--- src/rtl/imem_loader.sv ---
// imem_loader: writer side of the instruction memory.
//   Receives a program image as a valid/ready byte stream and packs the bytes
//   big-endian into 32-bit instruction words. Each word is written to the next
//   consecutive imem word address. The CPU is held in reset while loading.
//   Frame: N[15:8], N[7:0], then 4*N data bytes, with the MSB of each word first.
// Parameters:
//   ADDR_W      imem word-address width (1..16); capacity = 2**ADDR_W words
// Build option:
//   IMEM_LOADER_CHECKSUM_EN  when defined, a trailing checksum byte C follows
//                            the data. The 8-bit data-byte sum plus C must be
//                            8'h00, otherwise the load ends in the error state.
// Ports:
//   clk, reset          rising-edge clock, asynchronous active-high reset
//   start               one-cycle pulse that begins a load (only when not busy)
//   rx_data/valid/ready byte stream input; a transfer is rx_valid & rx_ready
//   imem_we/addr/wdata  one-cycle word write to imem
//   cpu_hold            holds the CPU in reset while a load is in progress
//   done / error        level outputs giving the outcome of the last load
//   word_count          word count N taken from the frame header
module imem_loader #(
  parameter int ADDR_W = 8
) (
  input  logic              clk,
  input  logic              reset,
  input  logic              start,
  input  logic [7:0]        rx_data,
  input  logic              rx_valid,
  output logic              rx_ready,
  output logic              imem_we,
  output logic [ADDR_W-1:0] imem_addr,
  output logic [31:0]       imem_wdata,
  output logic              cpu_hold,
  output logic              done,
  output logic              error,
  output logic [15:0]       word_count
);

`ifdef IMEM_LOADER_CHECKSUM_EN
  typedef enum logic [2:0] {IDLE, LEN_HI, LEN_LO, DATA, CSUM, DONE, ERR} state_t;
  localparam state_t FIN = CSUM;
`else
  typedef enum logic [2:0] {IDLE, LEN_HI, LEN_LO, DATA, DONE, ERR} state_t;
  localparam state_t FIN = DONE;
`endif

  // Capacity, in 17 bits so that the largest N = 2**ADDR_W is still representable.
  localparam logic [16:0] CAP = 17'd1 << ADDR_W;

  state_t            state, state_n;
  logic [7:0]        len_hi;
  logic [23:0]       shreg;      // first three bytes of the word being packed
  logic [1:0]        byte_cnt;
  logic [ADDR_W-1:0] word_idx;
  logic              xfer;
  logic              start_ok;
  logic [15:0]       n_full;
  logic              too_big;
  logic              last_byte;
  logic              last_word;
`ifdef IMEM_LOADER_CHECKSUM_EN
  logic [7:0]        sum;
`endif

  assign xfer      = rx_valid & rx_ready;
  assign start_ok  = start & ((state == IDLE) | (state == DONE) | (state == ERR));
  assign n_full    = {len_hi, rx_data};
  assign too_big   = {1'b0, n_full} > CAP;
  assign last_byte = (byte_cnt == 2'd3);
  assign last_word = (16'(word_idx) == (word_count - 16'd1));

  always_ff @(posedge clk or posedge reset) begin
    if (reset) state <= IDLE;
    else       state <= state_n;
  end

  always_comb begin
    state_n  = state;
    rx_ready = 1'b0;
    case (state)
      IDLE, DONE, ERR: begin
        if (start) state_n = LEN_HI;
      end
      LEN_HI: begin
        rx_ready = 1'b1;
        if (xfer) state_n = LEN_LO;
      end
      LEN_LO: begin
        rx_ready = 1'b1;
        if (xfer) begin
          if (too_big)              state_n = ERR;
          else if (n_full == 16'd0) state_n = FIN;
          else                      state_n = DATA;
        end
      end
      DATA: begin
        rx_ready = 1'b1;
        if (xfer && last_byte && last_word) state_n = FIN;
      end
`ifdef IMEM_LOADER_CHECKSUM_EN
      CSUM: begin
        rx_ready = 1'b1;
        if (xfer) state_n = (8'(sum + rx_data) == 8'h00) ? DONE : ERR;
      end
`endif
      default: state_n = IDLE;
    endcase
  end

  // Status flags lag the state by one cycle. As a result, done rises one
  // cycle after the final write strobe, and a restart clears the flags at
  // the same time that it raises cpu_hold.
  always_ff @(posedge clk or posedge reset) begin
    if (reset) begin
      len_hi     <= '0;
      shreg      <= '0;
      byte_cnt   <= '0;
      word_idx   <= '0;
      imem_we    <= 1'b0;
      imem_addr  <= '0;
      imem_wdata <= '0;
      cpu_hold   <= 1'b0;
      done       <= 1'b0;
      error      <= 1'b0;
      word_count <= '0;
`ifdef IMEM_LOADER_CHECKSUM_EN
      sum        <= '0;
`endif
    end else begin
      imem_we <= 1'b0;
      if (start_ok) begin
        cpu_hold <= 1'b1;
        done     <= 1'b0;
        error    <= 1'b0;
        word_idx <= '0;
        byte_cnt <= '0;
`ifdef IMEM_LOADER_CHECKSUM_EN
        sum      <= '0;
`endif
      end else if (state == DONE) begin
        done     <= 1'b1;
        cpu_hold <= 1'b0;
      end else if (state == ERR) begin
        error    <= 1'b1;
      end

      if (xfer) begin
        case (state)
          LEN_HI: len_hi     <= rx_data;
          LEN_LO: word_count <= n_full;
          DATA: begin
            shreg    <= {shreg[15:0], rx_data};
            byte_cnt <= byte_cnt + 2'd1;
`ifdef IMEM_LOADER_CHECKSUM_EN
            sum      <= sum + rx_data;
`endif
            if (last_byte) begin
              imem_we    <= 1'b1;
              imem_addr  <= word_idx;
              imem_wdata <= {shreg, rx_data};
              word_idx   <= word_idx + 1'b1;
            end
          end
          default: ;
        endcase
      end
    end
  end

endmodule

--- config.mk ---
export PLATFORM = sky130hd
export DESIGN_NAME = imem_loader
export DESIGN_NICKNAME = d
export VERILOG_FILES = /design/src/rtl/imem_loader.sv
export SDC_FILE = /design/constraint.sdc
export NUM_CORES = 1
export LEC_CHECK = 0
export ABC_AREA = 1
export ABC_CLOCK_PERIOD_IN_PS = 6200
export BUFFER_PORTS_ARGS = -buffer_cell sky130_fd_sc_hd__buf_2
export CELL_PAD_IN_SITES_DETAIL_PLACEMENT = 0
export CELL_PAD_IN_SITES_GLOBAL_PLACEMENT = 1
export CORE_ASPECT_RATIO = 1.5
export CORE_MARGIN = 2
export CORE_UTILIZATION = 45
export CTS_CLUSTER_DIAMETER = 50
export CTS_CLUSTER_SIZE = 25
export DETAILED_ROUTE_END_ITERATION = 16
export GPL_ROUTABILITY_DRIVEN = 0
export PLACE_DENSITY_LB_ADDON = 0.1
export SYNTH_ARGS = -nofsm -noshare
export SYNTH_HDL_FRONTEND = slang
export SYNTH_SLANG_ARGS = --single-unit
--- constraint.sdc ---
create_clock -name clk -period 6.2 [get_ports clk]
set_input_delay 0.93 -clock clk [delete_from_list [all_inputs] [get_ports clk]]
set_output_delay 0.93 -clock clk [all_outputs]
set_load 0.1 [all_outputs]
# == After elaboration in Yosys (flattened, before gate mapping) ==
# Cells that the tools add are included.
# totals
ff_bits,105
mem_bits_rw,0
output_inout_bits,61
latch_bits,0
inputBits,12
word_cells,71
mem_bits_ro,0
mem_count,0
# classes
reduce_logical,14
mul,0
n_addsub,3
div_mod_pow,0
shift,0
mux,25
eq_ne,12
bitwise_logic,4
order_cmp,1
# ops
cell,count
$mux W8,4
$mux W3,6
$eq A8 B16 Y1,1
$gt A16 B9 Y1 const B,1
$logic_not A16 Y1,1
$sub A16 B1 Y16 const B,1
$pmux W3 S4,1
$mux W1,11
$ne A2 B2 Y1 const B,5
$add A8 B1 Y8 const B,1
$reduce_and A2 Y1,4
$eq A3 B2 Y1 const B,2
$eq A3 B3 Y1 const B,2
$mux W2,3
$reduce_or A3 Y1,2
$reduce_and A4 Y1,1
$reduce_bool A2 Y1,2
$eq A3 B1 Y1 const B,1
$logic_not A3 Y1,1
$reduce_and A3 Y1,1
$add A2 B1 Y2 const B,1
$and A1 B1 Y1,2
$eq A2 B2 Y1 const B,1
$logic_and A1 B1 Y1,2
$or A1 B1 Y1,2

# == Longest topological paths before layout ==
# depth
ltp_word,8
ltp_mapped,17
ltp_nobuf,17

# == Worst setup path after synthesis ==
# OpenSTA, ideal clock, no wires.
# synth_path
kind,reg-to-output
startpoint,register state[1]
endpoint,output rx_ready
slack_ps,3532
path_stages_with_launch,3
t_arrival_ps,1738
required_time_ps,5270
path_buffers,0
cell_sequence,dfrtp_1 -> nor2_1 -> nor2_1
# synth_via
elab_chain_len,3
elab_cells_between_ends,5
classes_between,eq/ne: 3; mux: 1; reduce/logical: 1
# synth_rtl
item,line_no,source
start: declaration,49,"state_t state, state_n;"
start signal: assignment,73,else state <= state_n;
$eq A3 B2 Y1 or $eq A3 B1 Y1 (tied branches),79,case (state)
$reduce_or A3 Y1 (no source line) (*),-,
$mux W1 (*),79,
end: declaration,28,"output logic rx_ready,"
# Every way passes the cells marked *; elsewhere a longest branch is shown, timed or not.

# == Worst setup path in the final report ==
# Same ends and word-level chain as after synthesis.

==> flow_summary.json <==
{
  "status": "finished, final reports clean",
  "hold_violations": 0,
  "netlist.area_leader.share": 0.551,
  "syn_to_final_growth_pct": 16.0,
  "min_period_ps": 2360,
  "n_antenna_cell": 0,
  "rsz0062_at_grt": "no",
  "syn_area_um2": 4770,
  "dpl.hpwl_mm": 8.21,
  "dominantRegCellSynth": "dfrtp_1",
  "drtIter0Drc": 199,
  "setup.worst_path.start_class": "register",
  "crit_fanout": 7,
  "worstHoldPathType": "register to register",
  "cts.sinks": 105,
  "yosysTopAreaCell": "dfrtp_1",
  "ctsRootBufferMaster": "clkbuf_16",
  "cts_tree": "yes",
  "die_y_um": 130,
  "fin_worst_skew_ps": 7.13,
  "ios": 73,
  "initial_utilization": 0.455,
  "p_leak_nw": 2.96,
  "finalSetupTns_ps": 0,
  "period_share": 0.380,
  "rows": 46,
  "grt_pass1_wl_mm": 18.5,
  "routed_wl_mm": 11.2,
  "ys_top_cells_by_count": "185 x nand2_1, 105 x dfrtp_1, 73 x inv_1, 51 x o21ai_0, 50 x nor2_1",
  "grt_pass1_vias": 3792,
  "synth_nets": 598,
  "tightestPinTransition_ps": 1010,
  "maxCapViolCount": 0,
  "wl_per_cell_um": 14.0,
  "drc": 0,
  "drtPass1Iterations": 4,
  "nFillCells": 1068,
  "fp.dieW_um": 88.1,
  "fin_hold_ws_ps": 470,
  "crit_path_end_kind": "output pin",
  "overflow": 0,
  "finalMaxSlewViolations": 0,
  "postCtsSetupBuffers": 0,
  "yosys_warnings": 0,
  "synth_most_common_cell": "nand2_1",
  "detail-route-antenna-nets": 0,
  "maxSlewHeadroom": 0.329,
  "synth_cells": 583,
  "avgViaCountPerCell": 4.75,
  "worst_ep_required_time_ps": 5270,
  "cts_resized": 0,
  "h-tree-depth": 3,
  "port_buffers": 72,
  "cts_buffers": 9,
  "syn_area_per_cell_um2": 8.18,
  "via_count": 3794,
  "grt_use_total": 0.209,
  "core_um2": 10500,
  "clk_pin_slew_ps": 70,
  "pwr_density_cell_nw_per_um2": 516,
  "synthTopCellsByArea": "dfrtp_1 55%, nand2_1 15%, inv_1 5.7%",
  "ys_seq_area_frac": 0.551,
  "worstSetupPathType": "register to output pin",
  "synth_cell_types": 37,
  "max-vdd-ir-drop_uv": 524,
  "synthArstFlopShare": 1.00,
  "synth-edff-count": 0,
  "setup_viol_count_final": 0,
  "dieArea_um2": 11500,
  "fmax_mhz": 424,
  "ys_ff_latch": 105,
  "p_total_mw": 2.86,
  "drive_above_1_share": 0.171,
  "grt_start_max_net_pins": 81,
  "clockBufferDepth": 2,
  "cts_hold_buffers": 0,
  "clk_latency_ps": 340,
  "crit_arrival_ps": 1430,
  "grt_antenna_before_repair": 0,
  "layout.nets": 665
}
stage by stage:
step | cell area, µm² | cells | util | setup WS, ps
6_report | 5530 | 799 | 0.528 | 3840
5_1_grt | 5530 | 799 | 0.528 | 3740
4_1_cts | 5530 | 799 | 0.528 | 3830
3_5_place_dp | 5220 | 783 | 0.498 | 3770
3_3_place_gp | 5220 | 783 | 0.498 | 3830
2_1_floorplan | 4770 | 583 | - | 2510
placed cells by master, fill, tap and decap left out, types with 2 or more instances in the layout:
| cell | count |
|---|---|
| nand2_1 | 185 |
| dfrtp_1 | 105 |
| inv_1 | 72 |
| buf_2 | 72 |
| o21ai_0 | 51 |
| nor2_1 | 50 |
| o21ai_1 | 31 |
| nand3_1 | 17 |
| clkbuf_16 | 9 |
| a21oi_1 | 8 |
| nor3_1 | 7 |
| nor2_2 | 6 |
| inv_2 | 3 |
| nand2_2 | 3 |
| ha_1 | 3 |
| inv_4 | 2 |
| nand4_1 | 2 |
| o21bai_1 | 2 |
| a22oi_1 | 2 |
| inv_6 | 2 |
| clkbuf_8 | 2 |
| buf_4 | 2 |
cells by family (layout without fill, tap and decap cells):
group           Yosys count  after routing  synth area share
simple gates            278            278             0.243
flops                   105            105             0.551
compound gates           98             98             0.107
buf+inv                  96            168            0.0845
fa+ha+maj                 3              3           0.00787
xor+xnor                  2              2           0.00367
mux                       1              1           0.00236
path summary, 6_finish.rpt:
kind,from,end,slack [ps],cells past startpoint
worst max register to register,state[2],word_idx[6],4000,12
worst max-delay path,state[1],rx_ready,3840,3
worst min register to register,imem_wdata[29],imem_wdata[29],470,2
worst min-delay path,imem_wdata[29],imem_wdata[29],470,2
max in group asynchronous,reset,imem_wdata[3],4350,3
min in group asynchronous,reset,imem_addr[4],550,2
critical path: stages, from the launching register on:
cell,delay [ps]
dfrtp_1,460
nor2_1,110
nor2_1,90
buf_2,430
where the power goes:
group | switching [mW] | leakage [nW] | internal (mW)
registers | 0.0973 | 1.32 | 0.846
clock network | 0.248 | 0.153 | 0.337
logic | 1.14 | 1.49 | 0.187
cell type report:
type / instances / area (µm²) / share of cell area
well taps: 144 / 180 / 0.0326
clock buffers: 11 / 253 / 0.0457
repair buffers: 74 / 375 / 0.0679
flip-flops and latches: 105 / 2630 / 0.475
multi-input cells: 382 / 1740 / 0.314
clock inverters: 5 / 60.1 / 0.0109
inverters: 78 / 298 / 0.0538
registers in the layout (all words and copies together), names as in the netlist:
signal	count
word_count	16
imem_addr	8
imem_wdata	32
shreg	24
len_hi	8
done	1
error	1
imem_we	1
word_idx	8
cpu_hold	1
state	3
byte_cnt	2
per-layer routing:
layer,up-vias,part of all wire,GRT usage
met3,4,0.030,0.0392
met4,0,0.0062,0.0508
met1,1794,0.44,0.262
li1,1949,-,-
met2,47,0.53,0.372
met5,-,0,0
Power figures use the tool's default switching activity.
